File: src/rtl/core_lsu.sv
// Load/store unit: one MEM-stage access per handshake onto a req/gnt/rvalid data bus.
// Handles byte-lane placement of store data and lane extraction/extension of load data.
module core_lsu #(
  parameter int unsigned XLEN = 64
) (
  input  logic            clk,
  input  logic            rst,
  input  logic            req_valid_i,
  output logic            req_ready_o,
  input  logic            req_we_i,
  input  logic [1:0]      req_size_i,
  input  logic            req_unsigned_i,
  input  logic [XLEN-1:0] req_addr_i,
  input  logic [XLEN-1:0] req_wdata_i,
  output logic            rsp_valid_o,
  output logic [XLEN-1:0] rsp_data_o,
  output logic            rsp_err_o,
  output logic            stall_o,
  output logic            dm_req_o,
  output logic            dm_we_o,
  output logic [XLEN-1:0] dm_addr_o,
  output logic [XLEN-1:0] dm_wdata_o,
  output logic [7:0]      dm_be_o,
  input  logic            dm_gnt_i,
  input  logic            dm_rvalid_i,
  input  logic [XLEN-1:0] dm_rdata_i
);

  typedef enum logic [1:0] {StIdle, StReq, StWait, StDone} state_e;

  state_e          state_q, state_d;
  logic [1:0]      size_q, size_d;
  logic            uns_q, uns_d;
  logic [2:0]      off_q, off_d;
  logic            dm_req_q, dm_req_d;
  logic            dm_we_q, dm_we_d;
  logic [XLEN-1:0] dm_addr_q, dm_addr_d;
  logic [XLEN-1:0] dm_wdata_q, dm_wdata_d;
  logic [7:0]      dm_be_q, dm_be_d;
  logic            rsp_valid_q, rsp_valid_d;
  logic [XLEN-1:0] rsp_data_q, rsp_data_d;
  logic            rsp_err_q, rsp_err_d;

  logic            misaligned;
  logic [7:0]      size_mask;
  logic [XLEN-1:0] wdata_rep;
  logic [XLEN-1:0] rdata_shift;
  logic [XLEN-1:0] load_data;

  always_comb begin
    misaligned = 1'b0;
    size_mask  = 8'hff;
    wdata_rep  = req_wdata_i;
    unique case (req_size_i)
      2'b00: begin
        size_mask = 8'h01;
        wdata_rep = {8{req_wdata_i[7:0]}};
      end
      2'b01: begin
        misaligned = req_addr_i[0];
        size_mask  = 8'h03;
        wdata_rep  = {4{req_wdata_i[15:0]}};
      end
      2'b10: begin
        misaligned = |req_addr_i[1:0];
        size_mask  = 8'h0f;
        wdata_rep  = {2{req_wdata_i[31:0]}};
      end
      default: misaligned = |req_addr_i[2:0];
    endcase
  end

  // Lane-extract the addressed field, then extend it; a doubleword needs no extension.
  always_comb begin
    rdata_shift = dm_rdata_i >> {off_q, 3'b000};
    unique case (size_q)
      2'b00:   load_data = {{(XLEN-8){~uns_q & rdata_shift[7]}}, rdata_shift[7:0]};
      2'b01:   load_data = {{(XLEN-16){~uns_q & rdata_shift[15]}}, rdata_shift[15:0]};
      2'b10:   load_data = {{(XLEN-32){~uns_q & rdata_shift[31]}}, rdata_shift[31:0]};
      default: load_data = rdata_shift;
    endcase
  end

  always_comb begin
    state_d     = state_q;
    size_d      = size_q;
    uns_d       = uns_q;
    off_d       = off_q;
    dm_req_d    = dm_req_q;
    dm_we_d     = dm_we_q;
    dm_addr_d   = dm_addr_q;
    dm_wdata_d  = dm_wdata_q;
    dm_be_d     = dm_be_q;
    rsp_valid_d = 1'b0;
    rsp_data_d  = rsp_data_q;
    rsp_err_d   = rsp_err_q;
    unique case (state_q)
      StIdle: begin
        if (req_valid_i) begin
          size_d = req_size_i;
          uns_d  = req_unsigned_i;
          off_d  = req_addr_i[2:0];
          if (misaligned) begin
            state_d     = StDone;
            rsp_valid_d = 1'b1;
            rsp_err_d   = 1'b1;
            rsp_data_d  = '0;
          end else begin
            state_d    = StReq;
            dm_req_d   = 1'b1;
            dm_we_d    = req_we_i;
            dm_addr_d  = {req_addr_i[XLEN-1:3], 3'b000};
            dm_wdata_d = wdata_rep;
            dm_be_d    = size_mask << req_addr_i[2:0];
          end
        end
      end
      StReq: begin
        if (dm_gnt_i) begin
          dm_req_d = 1'b0;
          if (dm_we_q) begin
            state_d     = StDone;
            rsp_valid_d = 1'b1;
            rsp_err_d   = 1'b0;
            rsp_data_d  = '0;
          end else begin
            state_d = StWait;
          end
        end
      end
      StWait: begin
        if (dm_rvalid_i) begin
          state_d     = StDone;
          rsp_valid_d = 1'b1;
          rsp_err_d   = 1'b0;
          rsp_data_d  = load_data;
        end
      end
      default: state_d = StIdle;
    endcase
  end

  always_ff @(posedge clk) begin
    if (rst) begin
      state_q     <= StIdle;
      size_q      <= 2'b00;
      uns_q       <= 1'b0;
      off_q       <= 3'b000;
      dm_req_q    <= 1'b0;
      dm_we_q     <= 1'b0;
      dm_addr_q   <= '0;
      dm_wdata_q  <= '0;
      dm_be_q     <= 8'h00;
      rsp_valid_q <= 1'b0;
      rsp_data_q  <= '0;
      rsp_err_q   <= 1'b0;
    end else begin
      state_q     <= state_d;
      size_q      <= size_d;
      uns_q       <= uns_d;
      off_q       <= off_d;
      dm_req_q    <= dm_req_d;
      dm_we_q     <= dm_we_d;
      dm_addr_q   <= dm_addr_d;
      dm_wdata_q  <= dm_wdata_d;
      dm_be_q     <= dm_be_d;
      rsp_valid_q <= rsp_valid_d;
      rsp_data_q  <= rsp_data_d;
      rsp_err_q   <= rsp_err_d;
    end
  end

  assign req_ready_o = (state_q == StIdle);
  assign stall_o     = ((state_q == StIdle) & req_valid_i) | (state_q == StReq) |
                       (state_q == StWait);
  assign rsp_valid_o = rsp_valid_q;
  assign rsp_data_o  = rsp_data_q;
  assign rsp_err_o   = rsp_err_q;
  assign dm_req_o    = dm_req_q;
  assign dm_we_o     = dm_we_q;
  assign dm_addr_o   = dm_addr_q;
  assign dm_wdata_o  = dm_wdata_q;
  assign dm_be_o     = dm_be_q;

endmodule

File: config.mk
export PLATFORM = sky130hd
export DESIGN_NAME = core_lsu
export DESIGN_NICKNAME = d
export VERILOG_FILES = /design/src/rtl/core_lsu.sv
export SDC_FILE = /design/constraint.sdc
export NUM_CORES = 1
export LEC_CHECK = 0
export CAP_MARGIN = 20
export CELL_PAD_IN_SITES_DETAIL_PLACEMENT = 0
export CELL_PAD_IN_SITES_GLOBAL_PLACEMENT = 1
export CORE_MARGIN = 2
export CORE_UTILIZATION = 33
export DETAILED_ROUTE_END_ITERATION = 10
export PLACE_DENSITY = 0.84
export SYNTH_ARGS = -nofsm -noshare
export SYNTH_HDL_FRONTEND = slang
export SYNTH_SLANG_ARGS = --single-unit
File: constraint.sdc
create_clock -name clk -period 5.5 [get_ports clk]
set_clock_uncertainty 0.2 [all_clocks]
set_input_delay 0.825 -clock clk [delete_from_list [all_inputs] [get_ports clk]]
set_output_delay 0.825 -clock clk [all_outputs]
set_load 0.05 [all_outputs]
======== Word-level counts from Yosys, hierarchy flattened ========
Index checks and enable logic that the tools add are counted.
storage, ports and cells
  logic and storage cells ................. 78
  bits in registers ....................... 209
operators by class
  reductions and logical operators ........ 12
  shifts and indexed selects .............. 2
  multiplexer cells ....................... 32
  bitwise logic cells ..................... 8
  eq/ne operators ......................... 12
operators by type and width
  cell                                                             count
  64-bit case mux with 3 select lines                              3
  64-bit 2-to-1 mux                                                5
  64-bit by 6-bit right shift with 64-bit output                   1
  8-bit case mux with 3 select lines                               1
  1-bit 2-to-1 mux                                                 14
  2-bit != test, second input constant                             5
  1-bit case mux with 3 select lines                               3
  2-bit 2-to-1 mux                                                 4
  8-bit by 3-bit left shift with 8-bit output                      1
  2-bit by 1-bit == test with 1-bit output, second input constant  3
  2-bit == test, second input constant                             3
  2-bit logical NOT                                                3
  2-bit case mux with 3 select lines                               1
  3-bit AND reduction                                              2
  6-bit AND reduction                                              1
  1-bit bitwise AND                                                4
  4-bit AND reduction                                              1
  3-bit nonzero test                                               1
  3-bit OR reduction                                               1
  2-bit by 1-bit != test with 1-bit output, second input constant  1
  1-bit inverter                                                   2
  1-bit bitwise OR                                                 2
  1-bit case mux with 2 select lines                               1
  2-bit AND reduction                                              1
  2 further kinds                                                  2

======== Logic depth before layout (Yosys ltp) ========
Gate-level depths: netlist of the first run.
  depth after elaboration ................. 5
  depth in mapped cells ................... 9
  mapped depth without buffers ............ 7

======== Worst setup path before layout of the first run ========
No wires, ideal clock.
  kind .................................... register to output
  start point ............................. register state_q[0]
  end point ............................... output stall_o
  data required time ...................... 4.475 ns
  data arrival time ....................... 1.827 ns
  path buffers ............................ 1
  path slack .............................. 2.648 ns
  cell stages (with the launch flop) ...... 6
  path through ............................ dfxtp_1 > inv_1 > ha_1 > and2_1 > clkbuf_1 > or3_1
between the ends
  word-level cells in the longest chain between the ends .. 4
  elaborated cells on any way between the ends .. 6
  those cells by class .................... eq/ne (2); bitwise (3); reduce/logical (1)
RTL lines
  item                           RTL line  source
  start: declaration             31        state_e state_q, state_d;
  start signal: assignment       145       state_q <= StIdle;
  start signal: assignment       158       state_q <= state_d;
  2-bit logical NOT              -
  via req_ready_o                9         output logic req_ready_o,
  1-bit bitwise AND              174       assign stall_o = ((state_q == StIdle) & req_valid_i) | (state_q == StReq) |
  1-bit bitwise OR (2 in a row)  174
  end: declaration               18        output logic stall_o,
The timed path passes the listed nets, and every way through them passes these cells.

======== Worst setup path after layout of the first run ========
  start point ............................. register state_q[0]
  end point ............................... output stall_o
between the ends
  word-level cells in the longest chain between the ends .. 4
  elaborated cells on any way between the ends .. 6
  those cells by class .................... eq/ne (2); bitwise (3); reduce/logical (1)
RTL lines
  item                RTL line
  2-bit logical NOT   174
  1-bit bitwise AND   174
  1-bit bitwise OR    174
  1-bit bitwise OR *  174
Every way passes the cells marked *; elsewhere a longest branch is shown, timed or not.

==> impl_summary.md, run 1 <==
Outcome
The flow ran to the end, and the final reports show no timing, DRC or antenna violations.

Yosys
The share of synthesized area in the top cell type comes to 0.415. The post-synthesis average cell area is approximately 8.0 µm². By area the synthesized netlist is led by dfxtp_1 (42%), nand2_1 (10%), mux2i_1 (8.6%).

The number of enable-type register cells in the synthesized netlist is 0. The Yosys step of the flow raised 0 warnings. Synthesis handed over a netlist of roughly 1.3k instances. The count of different cell masters after synthesis is 57. The register bit count reported by yosys is 209. After synthesis, the share of flip-flops with an asynchronous set or reset is 0. The share of the Yosys chip area taken by registers is 0.415. The post-synth design cell area is 0.0101 mm². In the synthesized netlist, the cells that appear most often are nand2_1 (279), dfxtp_1 (209), a21oi_1 (133), nor2_1 (100), mux2i_1 (87). By instance count, the leading cell after synthesis is nand2_1. The dominant cell type by area after synthesis is dfxtp_1. Among all flip-flop cells after synthesis, the most frequent one is dfxtp_1.

GRT
The global route total overflow is 0. The initial antenna violation count is 6. The global-route wire length before repair is roughly 58 mm. The largest net degree at the start of global routing is around 110.

In the global route stage, overall resource usage came out at 0.236. The number of global-route vias before repair was about 9.9k.

Drt
Summed over all nets, wire length on met2 after detailed routing comes to around 19 mm. The post-detailed-route DRC marker count is 0. The number of vias per cell after detailed routing is around 5.2. The met1 wire length is around 16 mm.

The highest metal layer carrying signal wires in the routed design is met4. The wire length per cell is 20.0 µm. The number of optimization iterations in the first detailed-route pass is 6. The routed length on met3 is 3.56 mm.

The count of antenna-violating nets left after detailed routing is 0. The number of design-rule violations left by the first detailed-router iteration is 784. The routed layout has 10.5k vias. After detailed routing, the total wire length is 39.9 mm.

Die
The core footprint is ~0.030 mm². The die covers approximately 0.032 mm². The die is 179 µm tall. The number of primary I/O pins is approximately 410. The initial utilization of the core area, before any placement, comes to 0.337. The floorplan has 63 rows. The die span in x is 179 µm.

Power and ir drop
The worst-case vdd ir drop is between 0.2 and 0.3 mV. The cell leakage power is 5.36 nW. The power density normalized to cell area is 394 mW/mm².

Clock tree
In this run, post-CTS repair resized a total of 0 instances. For this design, the CTS-stage hold fixing added 0 buffers. The cell sitting at the root of the clock tree is a clkbuf_16. The post-CTS setup buffer count is 0. TritonCTS created 24 clock buffers. The total clock sinks is ~210. The clock transition at the registers of the reported paths is approximately 60 ps. The insertion delay of the later-clocked pin in the worst-skew pair is between 500 and 600 ps.

The clock passes through at most 3 buffers. TritonCTS built the clock tree. CTS built an H-tree with a depth of 1.

Cells and area
The layout has 2,845 filler cells. The count of nets after finishing is about 1.8k. The fraction of layout instances using a drive strength above 1 is 0.0623.

The synthesis-to-layout area growth is 50.4%. The final standard cell area without fillers is 0.0152 mm².

STA
The worst hold-check slack is ~250 ps. Headroom to the max-slew limit came out at 0.287. The number of slew-limit violations in the final report is 0.

Setup violations remaining at the end of the flow were counted as 0. Based on the critical path, the design can be clocked at up to around 0.26 GHz. At the pin with the least slew margin, the transition time is 1070 ps. The setup slack after layout is 1710 ps. The number of endpoints with negative hold slack in the final report is 0. Setup repair after global routing left no endpoint under its margin. The setup TNS is 0 ps. The portion of the clock cycle consumed by the worst path in the final layout is 0.690. Subtracting the final worst setup slack from the clock period gives 3790 ps.

Critical path
Of all nets on the critical path, the largest fanout is 9. The endpoint class of the critical path is a primary output. Data on the critical path is required at its endpoint by 4470 ps. STA classifies the critical path startpoint as a register.

The type of the worst setup path is reg2out. The worst endpoint data arrival time is 2770 ps.

Run
Across the run, the number of max-cap violations was 0.

Placement
Buffers placed on the I/O ports in this run total ~400. The cell area after placement is between 0.01 and 0.015 mm². At the end of routability-driven placement, the weighted congestion stood at approximately 0.91. Prior to clock tree synthesis, the placed netlist has a worst setup slack of ~1400 ps. Detailed placement ended at an HPWL of between 20 and 30 mm.

Worst hold path
The class of the most critical hold timing path is reg2reg.
## cells in the final DEF (no fill, tap or decap), types with 12 or more instances in the layout
cell,count
nor2b_1,15
nor3_1,17
dfxtp_1,207
nor2_1,99
o22ai_1,23
mux2i_1,87
a211oi_1,33
a21oi_1,133
buf_4,16
a311oi_1,16
clkbuf_16,24
o21ai_0,66
a211o_1,12
nand2_1,279
clkdlybuf4s50_1,400
## final cells by class
| class | instances | area, µm² | area share |
|---|---|---|---|
| multi-input cells | 924 | 5410 | 0.357 |
| clock buffers | 35 | 732 | 0.0483 |
| well taps | 390 | 488 | 0.0322 |
| clock inverters | 9 | 114 | 0.00751 |
| repair buffers | 420 | 4170 | 0.275 |
| flip-flops and latches | 209 | 4190 | 0.276 |
| diodes | 5 | 12.5 | 0.000826 |
| inverters | 9 | 33.8 | 0.00223 |
## flip-flops by register name (all words and copies together), names as in the netlist, 2 cells and up
signal,cells
off_q,3
dm_be_o,8
rsp_data_o,64
dm_wdata_o,64
state_q,2
size_q,2
dm_addr_o,61
## report_power, final
| group | leakage, nW | total (W) | switching, W | internal [W] |
|---|---|---|---|---|
| Combinational | 3.24 | 0.00243 | 0.00159 | 0.000839 |
| Clock | 0.422 | 0.00168 | 0.000663 | 0.00102 |
| Sequential | 1.70 | 0.00187 | 0.000158 | 0.00171 |
## critical path, stage by stage (launching register included)
cell and delay, ps:
dfxtp_1 400, inv_1 90, ha_1 310, and2_1 300
or3_1 370, clkdlybuf4s50_1 760
## per-stage QoR
| step | util | cells | total power, W |
|---|---|---|---|
| 2_1_floorplan | - | 1256 | 0.00344 |
| 3_3_place_gp | 0.478 | 1951 | 0.00430 |
| 3_5_place_dp | 0.478 | 1951 | 0.00432 |
| 4_1_cts | 0.506 | 1995 | 0.00602 |
| 5_1_grt | 0.507 | 1999 | 0.00624 |
| 6_report | 0.507 | 2001 | 0.00597 |
## kinds of logic (layout without fill, tap and decap cells)
family	Yosys count	in the layout	share of synthesized area
multiplexers	103	103	0.113
buffers and inverters	123	473	0.0514
other	1	8	0.000372
AND/OR/NAND/NOR	466	466	0.196
flip-flops	209	209	0.415
adder cells (fa/ha/maj)	5	5	0.00621
AO/OA/AOI/OAI	347	347	0.218
## final timing paths
| check | cells past startpoint | endpoint | slack (ps) | start |
|---|---|---|---|---|
| hold / removal | 2 | dm_addr_o[57] | 250 | dm_addr_o[57] |
| setup / recovery | 5 | stall_o | 1710 | state_q[0] |
| setup reg to reg | 7 | rsp_data_o[40] | 1940 | off_q[2] |
| hold reg to reg | 2 | dm_addr_o[57] | 250 | dm_addr_o[57] |
## metal layers
metal | up-vias | GRT usage
li1 | 5079 | -
met1 | 4877 | 0.292
met2 | 465 | 0.410
met3 | 59 | 0.0558
met4 | 0 | 0.0667
met5 | - | 0
(Power assumes the default switching activity.)
==> run 2: changes to the inputs <==
CORE_UTILIZATION = 28   (was 33)
PLACE_DENSITY = 0.75   (was 0.84)
clock period = 3.2 ns   (was 5.5 ns; I/O delays follow)
==> run 2 against run 1 <==
Effect of this change:
- combinational power increased by 82%
- cell area increased by 2.8%
- utilization fell by 6.8 points
- critical path type unchanged
==> impl_summary.md, run 2 (synthesis results as in run 1) <==
Power and ir drop
In this run the power density over the cells is between 600 and 700 mW/mm². The total design power is 0.0106 W. In this run the static leakage power is 5.55 nW. Across the VDD grid, the largest voltage drop is 0.473 mV.

STA
Of the available clock period, the critical path in the final layout requires 0.901. The number of slew-limit violations in the final report is 0. The transition at the pin with the smallest max-transition slack is just under 800 ps. Hold timing on the final database bottoms out at a slack of roughly 250 ps. The worst path in the final design needs a cycle of 2880 ps, including I/O delays and setup.

Setup violations remaining at the end of the flow were counted as 0. The number of endpoints with negative hold slack in the final report is 0. Setup repair after global routing left no endpoint under its margin. The peak clock frequency supported by timing is ~0.35 GHz. The setup slack after layout is between 300 and 400 ps. The normalized max-slew margin is 0.484.

GRT
For this run, the total global-route usage over all layers was measured as 0.208. The total overflow left after global routing is 0. The initial antenna violation count is 6. The number of global-route vias before repair is 10.2k. The largest net degree at the start of global routing is approximately 160.

The global-route wire length before repair is just over 60 mm.

Clock tree
The number of gates given a new drive strength after cts is 0. Counting every sink on the clock net gives 209. The post-CTS setup buffer count is 0. At the later pin of the worst-skew pair, clock insertion delay measures roughly 530 ps. The clock transition at the registers of the reported paths is ~60 ps. TritonCTS built the clock tree.

Counting the buffers created by CTS gives 25. The number of H-tree levels is 1. The cell sitting at the root of the clock tree is a clkbuf_16. The deepest clock path buffer count is 3. The number of buffers inserted for hold repair after clock tree synthesis is 0.

Drt
The final route contains between 10k and 15k vias. For this block, the initial DRC count from the detailed router was approximately 700. For this run, design rule violations remaining after detail routing come to 0.

The wire length per cell is slightly below 20 µm. Dividing the detail-routed via count by the number of cells gives 5.04. The count of nets left with antenna violations once routing finished came out at 0.

After detailed routing, the total wire length is roughly 41 mm. The number of optimization iterations in the first detailed-route pass is 6.

Worst hold path
The path class of the tightest hold or removal check is reg2reg. The hold-critical path depth is 2. The path with the worst hold slack has its endpoint at dm_wdata_o[28]. The startpoint identified for the worst hold timing path is dm_wdata_o[28].

Run
Max-cap violations in this run came to 0.

Die
The cell row count is 69. In this run the vertical extent of the chip is about 190 µm. The initial utilization of the core area, before any placement, comes to 0.284.

The floorplan step defined a core boundary enclosing between 0.03 and 0.04 mm². The die outline area is roughly 0.038 mm². For this design the top-level I/O count stands at slightly above 400. The die span in x is 194 µm.

Critical path
The worst setup path is captured at a primary output. In this run the critical register-to-register path is captured at rsp_data_o[19]. The startpoint of the lowest-slack register-to-register path is off_q[1]. The endpoint required time on the critical path is roughly 2500 ps.

The count of cells along the worst register-to-register path is 5. The worst endpoint data arrival time is 2200 ps. The biggest fanout along the worst timing path is 8. The internal reg-to-reg setup slack is 380 ps. The worst setup path is of the reg2out kind. STA classifies the critical path startpoint as a register.

Cells and area
Leaving out fill and tap cells, the most frequent cell in the layout is clkdlybuf4s50_1. The area occupied by registers is 0.00419 mm². The count of nets after finishing is ~1.8k. The synthesis-to-layout area growth is 54.6%. In the final layout, the multi-input gates occupy between 0.005 and 0.006 mm². The fraction of layout instances using a drive strength above 1 is 0.0793. The filler cells instantiated in the layout total between 3k and 4k. Leaving out fill and tap cells, the most frequent cells in the layout are clkdlybuf4s50_1 (399), nand2_1 (279), dfxtp_1 (207).

Outcome
The run finished with clean final reports.

Placement
Buffers placed on the I/O ports in this run total approximately 400. The placer's final routability congestion estimate is between 0.8 and 0.9. The post-DP HPWL is slightly below 30 mm.

The worst slack at placement is between 80 and 90 ps.
==> run 2: per-stage QoR <==
step | instances | setup TNS (ps) | instance area (µm²) | util
after detailed placement | 2054 | 0 | 14700 | 0.414
after CTS | 2100 | 0 | 15600 | 0.439
after global placement | 2053 | -6740 | 14700 | 0.414
final | 2105 | 0 | 15600 | 0.439
after global routing | 2105 | 0 | 15600 | 0.439
after floorplan | 1256 | 0 | 10100 | -
==> run 2: layer usage <==
metal  global-route usage  share of wire  vias up  routed length [µm]
met4               0.0622          0.026        2                1070
met1                0.267           0.42     4923               17200
met5                    0        0.00032        -                  13
met3               0.0531          0.088       72                3620
met2                0.342           0.47      460               19100
li1                     -              -     5147                   -
==> run 2: final cells by class <==
cell class | instances | share of cell area
repair buffers | 451 | 0.288
flip-flops and latches | 209 | 0.269
inverters | 9 | 0.00217
well taps | 461 | 0.0370
diodes | 5 | 0.000803
clock buffers | 39 | 0.0487
multi-input cells | 924 | 0.348
clock inverters | 7 | 0.00731
==> run 2: critical path: stages, from the launching register on <==
cell             delay, ps
dfxtp_1                350
inv_1                   90
ha_1                   310
clkdlybuf4s50_1        920
==> run 2: where the power goes <==
| part | switching [W] | leakage [nW] | internal (W) | total [W] |
|---|---|---|---|---|
| Sequential | 0.000209 | 1.70 | 0.00293 | 0.00314 |
| Combinational | 0.00283 | 3.42 | 0.00159 | 0.00442 |
| Clock | 0.00115 | 0.431 | 0.00186 | 0.00301 |
| Total | 0.00419 | 5.55 | 0.00639 | 0.0106 |
==> run 2: worst max-delay path by stage <==
stage                              start        endpoint  slack (ps)  cells after the start
after global placement    dm_rdata_i[63]  rsp_data_o[39]        -370                      8
after detailed placement  dm_rdata_i[63]  rsp_data_o[34]          80                      9
final                         state_q[1]     req_ready_o         320                      3
after CTS                     state_q[1]     req_ready_o         300                      3
after floorplan               state_q[0]  rsp_data_o[38]         560                      9
after global routing          state_q[0]         stall_o         210                      5
==> run 3: changes to the inputs <==
--- a/config.mk
+++ b/config.mk
@@ -11,5 +11,5 @@
 export CORE_MARGIN = 2
-export CORE_UTILIZATION = 28
+export CORE_UTILIZATION = 33
 export DETAILED_ROUTE_END_ITERATION = 10
-export PLACE_DENSITY = 0.75
+export PLACE_DENSITY = 0.84
 export SYNTH_ARGS = -nofsm -noshare
==> constraint.sdc (replaced) <==
create_clock -name clk -period 3.7 [get_ports clk]
set_clock_uncertainty 0.2 [all_clocks]
set_input_delay 0.555 -clock clk [delete_from_list [all_inputs] [get_ports clk]]
set_output_delay 0.555 -clock clk [all_outputs]
set_load 0.005 [all_outputs]
==> run 3 against run 2 <==
Effect of this change:
- hold slack got worse by 64 ps
- register-to-register slack better by 450 ps
- sequential power fell by 13%
- non-clock buffer count decreased by 16
- flip-flop and latch count stayed put
- highest routed layer is now met4
- via count is essentially flat
- die area down 15%
- largest cell class unchanged
- utilization rose by 7.3 points
- cell area is 1.9% lower
- clock power is 13% lower
- combinational power decreased by 38%
- global-route usage is 3.1 points higher
==> impl_summary.md, run 3 (synthesis results as in run 1) <==
Clock tree
The number of H-tree levels is 1. The post-CTS setup buffer count is 0. The later pin in the worst-skew pair is clocked with a latency of ~520 ps. The TritonCTS clock tree is built. The clock drives about 210 sinks. Once the clock tree was built, the resizer swapped 0 gates to a different size.

The number of CTS-inserted buffers is 24. The number of buffers inserted for hold repair after clock tree synthesis is 0. The deepest clock path buffer count is 3.

The clock transition at the registers of the reported paths is ~60 ps. The clock root buffer is clkbuf_16.

STA
After layout, the minimum clock period comes to about 3300 ps. The setup TNS is 0 ps. The number of slew-limit violations in the final report is 0. The final count of negative-setup-slack endpoints is 0. Setup repair after global routing left no endpoint under its margin. Headroom to the max-slew limit came out at 0.355. The number of endpoints with negative hold slack in the final report is 0. For the pin with the worst max-slew slack, the measured transition is roughly 970 ps. The peak clock frequency supported by timing is between 0.3 and 0.4 GHz. The portion of the clock cycle consumed by the worst path in the final layout is 0.897.

Cells and area
The final standard cell utilization of the core is 0.512. The library cell used most frequently in the layout, excluding fill and tap cells, is clkdlybuf4s50_1. Compared with the post-synthesis result, the final layout area differs by 51.7%.

The top cell types in the final layout, fill and taps aside, are clkdlybuf4s50_1 (400), nand2_1 (279), dfxtp_1 (207). The fraction of layout instances using a drive strength above 1 is 0.0703. The filler cells instantiated in the layout total 2,837.

The count of nets after finishing is ~1.8k.

GRT
For met3 alone, demand over resource in global routing was 0.0594. In the global route stage, met2 resource usage came out at 0.401. The global-route met1 utilization is 0.301. The total global-route track usage is 0.239. The largest net degree at the start of global routing is roughly 130. The initial antenna violation count was 3.

The global routing stage identified its most utilized layer as met2. The global route total overflow is 0. The number of global-route vias before repair is around 10k. The first global-routing pass estimated between 50 and 60 mm of wire.

Critical path
The type of the worst setup path is reg2out. The worst setup path is captured at a primary output. The sort of element at the start of the critical path is a register. The endpoint required time on the critical path is about 2900 ps. The worst endpoint data arrival time is 2560 ps. The biggest fanout along the worst timing path is 9.

Placement
Summed over all nets, the half-perimeter wirelength after detailed placement is between 20 and 30 mm. The count of port buffers added during placement is around 400. The congestion estimate from routability-driven global placement came to a little over 0.9.

Drt
After detailed routing, the number of vias per cell comes to 5.27. For this block, the via count after detailed routing is between 10k and 15k. The total wire length is between 40 and 50 mm. The number of optimization iterations in the first detailed-route pass is 5.

The number of design-rule violations left by the first detailed-router iteration is a little under 800. For this run, design rule violations remaining after detail routing come to 0. Once detail routing completed, the nets flagged for antenna violations numbered 0.

In the final routed layout, each cell accounts on average for approximately 20 µm.

Power and ir drop
The analysis attributes to cell leakage a power of 5.44 nW. In this run the power density over the cells is 530 mW/mm². The worst-case vdd ir drop is about 0.38 mV.

Worst hold path
The class of the most critical hold timing path is in2reg.

Die
The starting utilization of the core area is 0.337. The height of the chip is roughly 180 µm. Measured along the x axis, the die boundary spans 179 µm. The die outline area is approximately 0.032 mm².

The core footprint is 0.0299 mm². The cell row count is 63. The number of primary I/O pins is around 410.

Run
The max-cap check violation count is 0.

Outcome
The flow ran to the end, and the final reports show no timing, DRC or antenna violations.
[run 3: cell types whose count changed in the layout (fill, tap and decap cells not counted)]
cell,change
buf_6,-1
diode_2,-4
clkbuf_8,-1
bufinv_16,+1
buf_12,-6
clkbuf_1,-3
buf_4,-10
inv_6,-1
clkdlybuf4s50_1,+1
clkinv_8,+1
clkinvlp_4,+2
clkbuf_16,-1
[run 3: critical path, stage by stage, from the launching register on]
cell and delay [ps]:
dfxtp_1 410, inv_1 90, ha_1 350, and2_1 320, or3_1 350, clkdlybuf4s50_1 520
[run 3: metrics by stage]
step	power (W)	std cells	setup WS (ps)	instance area [µm²]	hold slack, ps
after floorplan	0.00418	1256	1290	10100	243
after global placement	0.00549	1967	694	14400	239
after detailed placement	0.00553	1967	616	14400	244
after CTS	0.00816	2011	319	15300	167
after global routing	0.00850	2012	222	15300	207
final	0.00810	2012	383	15300	184
[run 3: cell type report]
class | count | area, µm² | share of cell area
Tap cell | 390 | 488 | 0.0319
Sequential cell | 209 | 4190 | 0.274
Inverter | 9 | 33.8 | 0.00221
Antenna cell | 1 | 2.50 | 0.000164
Timing Repair Buffer | 435 | 4290 | 0.280
Multi-Input combinational cell | 924 | 5410 | 0.354
Clock inverter | 10 | 166 | 0.0109
Clock buffer | 34 | 708 | 0.0463
[run 3: path summary, 6_finish.rpt]
kind | slack [ps] | depth (start not counted) | end | startpoint
worst max-delay path | 380 | 5 | stall_o | state_q[0]
worst min-delay path | 180 | 3 | size_q[0] | req_size_i[0]
worst max register to register | 830 | 7 | rsp_data_o[45] | off_q[2]
worst min register to register | 250 | 2 | dm_wdata_o[26] | dm_wdata_o[26]
[run 3: where the power goes]
group	leakage (nW)	internal [W]	switching, W
Combinational	3.31	0.00129	0.00147
Sequential	1.70	0.00254	0.000192
Clock	0.425	0.00161	0.000992
[run 3: layer usage]
| layer | share of wire | wire [µm] | vias to the layer above |
|---|---|---|---|
| li1 | - | - | 5089 |
| met1 | 0.41 | 16500 | 4959 |
| met2 | 0.47 | 18800 | 477 |
| met3 | 0.093 | 3730 | 73 |
| met4 | 0.029 | 1170 | 0 |
| met5 | 0 | 0 | - |
